<file path="src/rtl/draw_sequencer.sv">
// Pixel-sweep controller: walks a full screen or a sprite row-major, issues ROM addresses and
// presents latency-aligned x/y/color/plot to the VGA adapter, then pulses done.
module draw_sequencer #(
  parameter int SCREEN_W = 160,
  parameter int SCREEN_H = 120,
  parameter int SPRITE_W = 40,
  parameter int SPRITE_H = 40,
  parameter int ROM_LAT  = 1
) (
  input  logic        clk,
  input  logic        resetn,
  input  logic        start,
  input  logic        mode,
  input  logic        black,
  input  logic [7:0]  x_origin,
  input  logic [6:0]  y_origin,
  output logic [14:0] rom_addr,
  input  logic [2:0]  rom_color,
  output logic [7:0]  x,
  output logic [6:0]  y,
  output logic [2:0]  color,
  output logic        plot,
  output logic        busy,
  output logic        done
);

  localparam logic [1:0] StIdle  = 2'd0;
  localparam logic [1:0] StSweep = 2'd1;
  localparam logic [1:0] StDrain = 2'd2;
  localparam logic [1:0] StDone  = 2'd3;

  logic [1:0] state;
  logic       modeQ;
  logic       blackQ;
  logic [7:0] xOrgQ;
  logic [6:0] yOrgQ;
  logic [7:0] col;
  logic [6:0] row;
  logic [1:0] drainCnt;

  logic [ROM_LAT-1:0] pipePlot;
  logic [7:0]         pipeX [ROM_LAT];
  logic [6:0]         pipeY [ROM_LAT];

  logic [7:0] lastCol;
  logic [6:0] lastRow;
  logic [8:0] xSum;
  logic [7:0] ySum;
  logic       clip;
  logic       sweepEnd;

  assign lastCol  = modeQ ? 8'(SPRITE_W - 1) : 8'(SCREEN_W - 1);
  assign lastRow  = modeQ ? 7'(SPRITE_H - 1) : 7'(SCREEN_H - 1);
  // Widened sums keep off-screen sprite pixels detectable instead of wrapping.
  assign xSum     = modeQ ? ({1'b0, xOrgQ} + {1'b0, col}) : {1'b0, col};
  assign ySum     = modeQ ? ({1'b0, yOrgQ} + {1'b0, row}) : {1'b0, row};
  assign clip     = (xSum >= 9'(SCREEN_W)) || (ySum >= 8'(SCREEN_H));
  assign sweepEnd = (col == lastCol) && (row == lastRow);

  always_ff @(posedge clk or negedge resetn) begin
    if (!resetn) begin
      state    <= StIdle;
      modeQ    <= 1'b0;
      blackQ   <= 1'b0;
      xOrgQ    <= 8'd0;
      yOrgQ    <= 7'd0;
      col      <= 8'd0;
      row      <= 7'd0;
      rom_addr <= 15'd0;
      drainCnt <= 2'd0;
      busy     <= 1'b0;
      done     <= 1'b0;
    end else begin
      case (state)
        StIdle: begin
          if (start) begin
            state    <= StSweep;
            busy     <= 1'b1;
            modeQ    <= mode;
            blackQ   <= black;
            xOrgQ    <= x_origin;
            yOrgQ    <= y_origin;
            col      <= 8'd0;
            row      <= 7'd0;
            rom_addr <= 15'd0;
          end
        end
        StSweep: begin
          if (sweepEnd) begin
            state    <= StDrain;
            drainCnt <= 2'd0;
          end else begin
            rom_addr <= rom_addr + 15'd1;
            if (col == lastCol) begin
              col <= 8'd0;
              row <= row + 7'd1;
            end else begin
              col <= col + 8'd1;
            end
          end
        end
        StDrain: begin
          if (drainCnt == 2'(ROM_LAT - 1)) begin
            state <= StDone;
            busy  <= 1'b0;
            done  <= 1'b1;
          end else begin
            drainCnt <= drainCnt + 2'd1;
          end
        end
        StDone: begin
          state <= StIdle;
          done  <= 1'b0;
        end
        default: state <= StIdle;
      endcase
    end
  end

  // Coordinate/visibility pipeline matches the ROM read latency slot for slot.
  always_ff @(posedge clk or negedge resetn) begin
    if (!resetn) begin
      pipePlot <= '0;
      for (int i = 0; i < ROM_LAT; i++) begin
        pipeX[i] <= 8'd0;
        pipeY[i] <= 7'd0;
      end
    end else begin
      pipePlot[0] <= (state == StSweep) && !clip;
      pipeX[0]    <= xSum[7:0];
      pipeY[0]    <= ySum[6:0];
      for (int i = 1; i < ROM_LAT; i++) begin
        pipePlot[i] <= pipePlot[i-1];
        pipeX[i]    <= pipeX[i-1];
        pipeY[i]    <= pipeY[i-1];
      end
    end
  end

  assign plot  = pipePlot[ROM_LAT-1];
  assign x     = pipeX[ROM_LAT-1];
  assign y     = pipeY[ROM_LAT-1];
  // ROM data is already registered and lands in the same cycle as its pipeline slot.
  assign color = (plot && !blackQ) ? rom_color : 3'b000;

endmodule

</file>
<file path="config.mk">
export PLATFORM = sky130hd
export DESIGN_NAME = draw_sequencer
export DESIGN_NICKNAME = d
export VERILOG_FILES = /design/src/rtl/draw_sequencer.sv
export SDC_FILE = /design/constraint.sdc
export NUM_CORES = 1
export LEC_CHECK = 0
export BUFFER_PORTS_ARGS = -buffer_cell sky130_fd_sc_hd__buf_2
export CORE_MARGIN = 3
export CORE_UTILIZATION = 57
export CTS_CLUSTER_DIAMETER = 150
export DETAILED_ROUTE_END_ITERATION = 16
export PLACE_DENSITY = 0.8
export RECOVER_POWER = 50
export SLEW_MARGIN = 20
export SYNTH_ARGS = -nofsm -noshare
export SYNTH_HDL_FRONTEND = slang
export SYNTH_SLANG_ARGS = --single-unit
</file>
<file path="constraint.sdc">
create_clock -name clk -period 3 [get_ports clk]
set_input_delay 0.6 -clock clk [delete_from_list [all_inputs] [get_ports clk]]
set_output_delay 0.6 -clock clk [all_outputs]
set_load 0.02 [all_outputs]
</file>
==> results.py <==
metrics = {
    "run_status": {
        "status": "complete, but fails checks",
        "violations": "max-capacitance violations, max-slew violations",
    },
    "clocking": {
        "cts_setup_buffers": 0,
        "clk-insertion-delay-late_ps": 340,
        "clock_path_buffers": 2,
        "cts_tree": "built",
        "cts-htree-levels": 3,
        "cts-root-buf": "clkbuf_8",
        "cts_hold_buf": 0,
        "clock-sinks": 69,
        "postCtsResizedCells": 0,
        "clk_pin_slew_ps": 80,
        "cts_buffers": 9,
    },
    "timing": {
        "min_period_ps": 2480,
        "final-hold-violation-count": 0,
        "slew-limit-headroom_pct": -8.36,
        "skew_ps": 10.5,
        "finalSetupTns_ps": 0,
        "fmax_mhz": 403,
        "hold_slack_ps": 489,
        "drv_slew": 70,
        "fin_crit_sh_pct": 82.7,
        "setup-violations-final": 0,
        "rsz0062_at_grt": "false",
        "worst_pin_slew_ps": 1630,
    },
    "worst_setup_path": {
        "worstRegToRegCells": 6,
        "critPathBufInv": 0,
        "r2r-start": "modeQ",
        "cp_top_family": "compound AO/OA/AOI/OAI gates",
        "reg2reg_setup_slack_ps": 520,
        "slowest_delay_ps": 540,
        "reg2reg_to": "rom_addr[6]",
        "cp-start-kind": "flop",
        "crit_fanout": 14,
        "end_kind": "flop",
        "cp.arrival_ps": 2750,
        "path_cells": "nor4b_2, a22oi_1, o41a_1, nand2_1, or3_1, a21oi_1",
        "slowest_stage": "dfrtp_1",
        "worstSetupPathType": "flop to flop",
        "worstPathRequired_ps": 3270,
    },
    "synthesis": {
        "ys_async_sr_fraction_pct": 100,
        "ys_seq_elements": 69,
        "yosysWarnings": 0,
        "synthCells": 373,
        "synth_ff_type": "dfrtp_1",
        "yosysMostFrequentCell": "dfrtp_1",
        "ys_types": 56,
        "seq_area_frac_synth_pct": 44.4,
        "synth_common_cells": "dfrtp_1 (69), nor2_1 (37), mux2_2 (24)",
        "synth_area_sq_um": 3880,
        "synth_edf_count": 0,
        "avgSynthCellArea_sq_um": 10.4,
        "yosysTopAreaCell": "dfrtp_1",
        "syn_nets": 421,
        "synth.top_cell.area_share_pct": 44.4,
        "yosys-top-cells-area": "dfrtp_1 (44%), ha_1 (7.4%), mux2_2 (7.0%)",
    },
    "hold_path": {
        "min_path_cells": 2,
        "hp-start": "x_origin[0]",
        "holdPathEnd": "xOrgQ[0]",
        "min_path_type": "input port to flop",
    },
    "drt": {
        "dr_total_vias": 3041,
        "viasPerCell": 5.88,
        "drc": 0,
        "drtIter0Drc": 146,
        "finalWirelength_mm": 8.01,
        "ant_nets": 0,
        "dr.pass1.iters": 5,
        "drt-wirelength-per-cell_um": 15.5,
    },
    "place": {
        "gp_congestion": 0.835,
        "portBuffers": 58,
        "hpwl_mm": 5.71,
    },
    "floorplan": {
        "initial_core_util_pct": 60.2,
        "num_io_pins": 59,
        "die_w_um": 88.6,
        "die_h_um": 88.6,
        "coreArea_sq_um": 6460,
        "core.rowCount": 29,
        "dieArea_sq_um": 7840,
    },
    "power": {
        "leakagePower_nw": 2.20,
        "total_power_w": 0.00192,
        "ir_drop_mv": 0.329,
        "power.density_nw_per_um2": 428,
    },
    "grt": {
        "groute.usage.overall_pct": 21.9,
        "grt_first_pass_wirelength_mm": 13.3,
        "grt_pass1_vias": 2876,
        "gr-total-overflow": 0,
        "antenna_found_initial": 0,
        "grt_max_degree": 70,
    },
    "layout": {
        "antenna_cells_inserted": 0,
        "area_growth_pct": 15.6,
        "fillers": 510,
        "drive_gt1_share_pct": 20.5,
        "fin_nets": 483,
    },
    "job": {
        "cap_violations": 1,
    },
}
-- worst reg2reg max path: stages, from the launching register on --
cell,delay [ps]
dfrtp_1,540
nor4b_2,250
a22oi_1,420
o41a_1,530
nand2_1,170
or3_1,360
a21oi_1,140
-- placed cells by master (no fill, tap or decap), types with 2 or more instances in the layout --
cell type	count
a22oi_1	3
nand3_1	13
o21ai_0	12
mux2i_1	5
nand4b_1	4
clkbuf_1	16
clkbuf_8	12
a211o_1	2
a21oi_1	8
a221o_1	2
a31oi_1	2
nor2b_1	6
mux2_2	24
bufinv_16	3
xor2_1	17
nor3b_1	2
buf_2	44
a211oi_1	6
nand2_1	20
or3_1	3
o31a_1	2
a22o_1	4
dfrtp_1	69
nand4_1	11
and3_1	8
fa_1	2
nor3_1	6
o21ai_1	5
a21o_1	4
ha_1	23
o21bai_1	3
buf_4	3
and2_1	7
o21a_1	3
xnor2_1	9
inv_1	18
nor2_1	37
-- state kept, by name, indices dropped and copies added, names as in the netlist, 2 cells and up --
signal,count
y,7
x,8
xOrgQ,8
state,2
col,8
rom_addr,15
row,7
drainCnt,2
yOrgQ,7
-- how the worst max path moves through the flow --
| stage | start | to | slack, ps | cells past startpoint |
|---|---|---|---|---|
| 2_1_floorplan | state[1] | rom_addr[6] | 860 | 9 |
| 5_1_grt | modeQ | rom_addr[6] | 290 | 6 |
| 3_3_place_gp | modeQ | rom_addr[13] | 600 | 6 |
| 3_5_place_dp | modeQ | rom_addr[6] | 530 | 6 |
| 6_report | modeQ | rom_addr[6] | 520 | 6 |
| 4_1_cts | modeQ | rom_addr[6] | 540 | 6 |
-- layer usage --
layer,track usage (%),routed length [um],up-vias
li1,-,-,1465
met3,5.31,381,9
met2,35.4,3880,98
met5,0,0,-
met1,29.0,3630,1469
met4,7.42,119,0
-- stage by stage --
step	area, sq um	instances	util, %	setup slack, ps
after floorplan	3880	373	-	862
after global placement	4270	501	66.1	600
after detailed placement	4270	501	66.1	534
after CTS	4530	517	70.1	540
after global routing	4490	517	69.5	290
final	4490	517	69.5	519
-- layout make-up --
class	instances	area, sq um	area share [%]
Clock inverter	3	90.1	2.01
Multi-Input combinational cell	274	2040	45.3
Sequential cell	69	1730	38.5
Timing Repair Buffer	63	304	6.77
Clock buffer	13	169	3.76
Inverter	18	67.6	1.51
Tap cell	77	96.3	2.15
-- power breakdown --
group          internal [W]  leakage, nW  switching, W
combinational     0.0000133         1.17     0.0000247
clock              0.000621        0.130      0.000333
sequential         0.000930        0.894             0
-- cell families after synthesis --
logic type / after synthesis / synth area share, %
adders and majority gates: 25 / 8.44
muxes: 30 / 8.53
DFF: 69 / 44.4
AOI/OAI and AO/OA: 68 / 12.9
and+or+nand+nor: 125 / 16.7
buffers and inverters: 30 / 3.16
xor gates and xnor gates: 26 / 5.86
(Power assumes the default switching activity.)
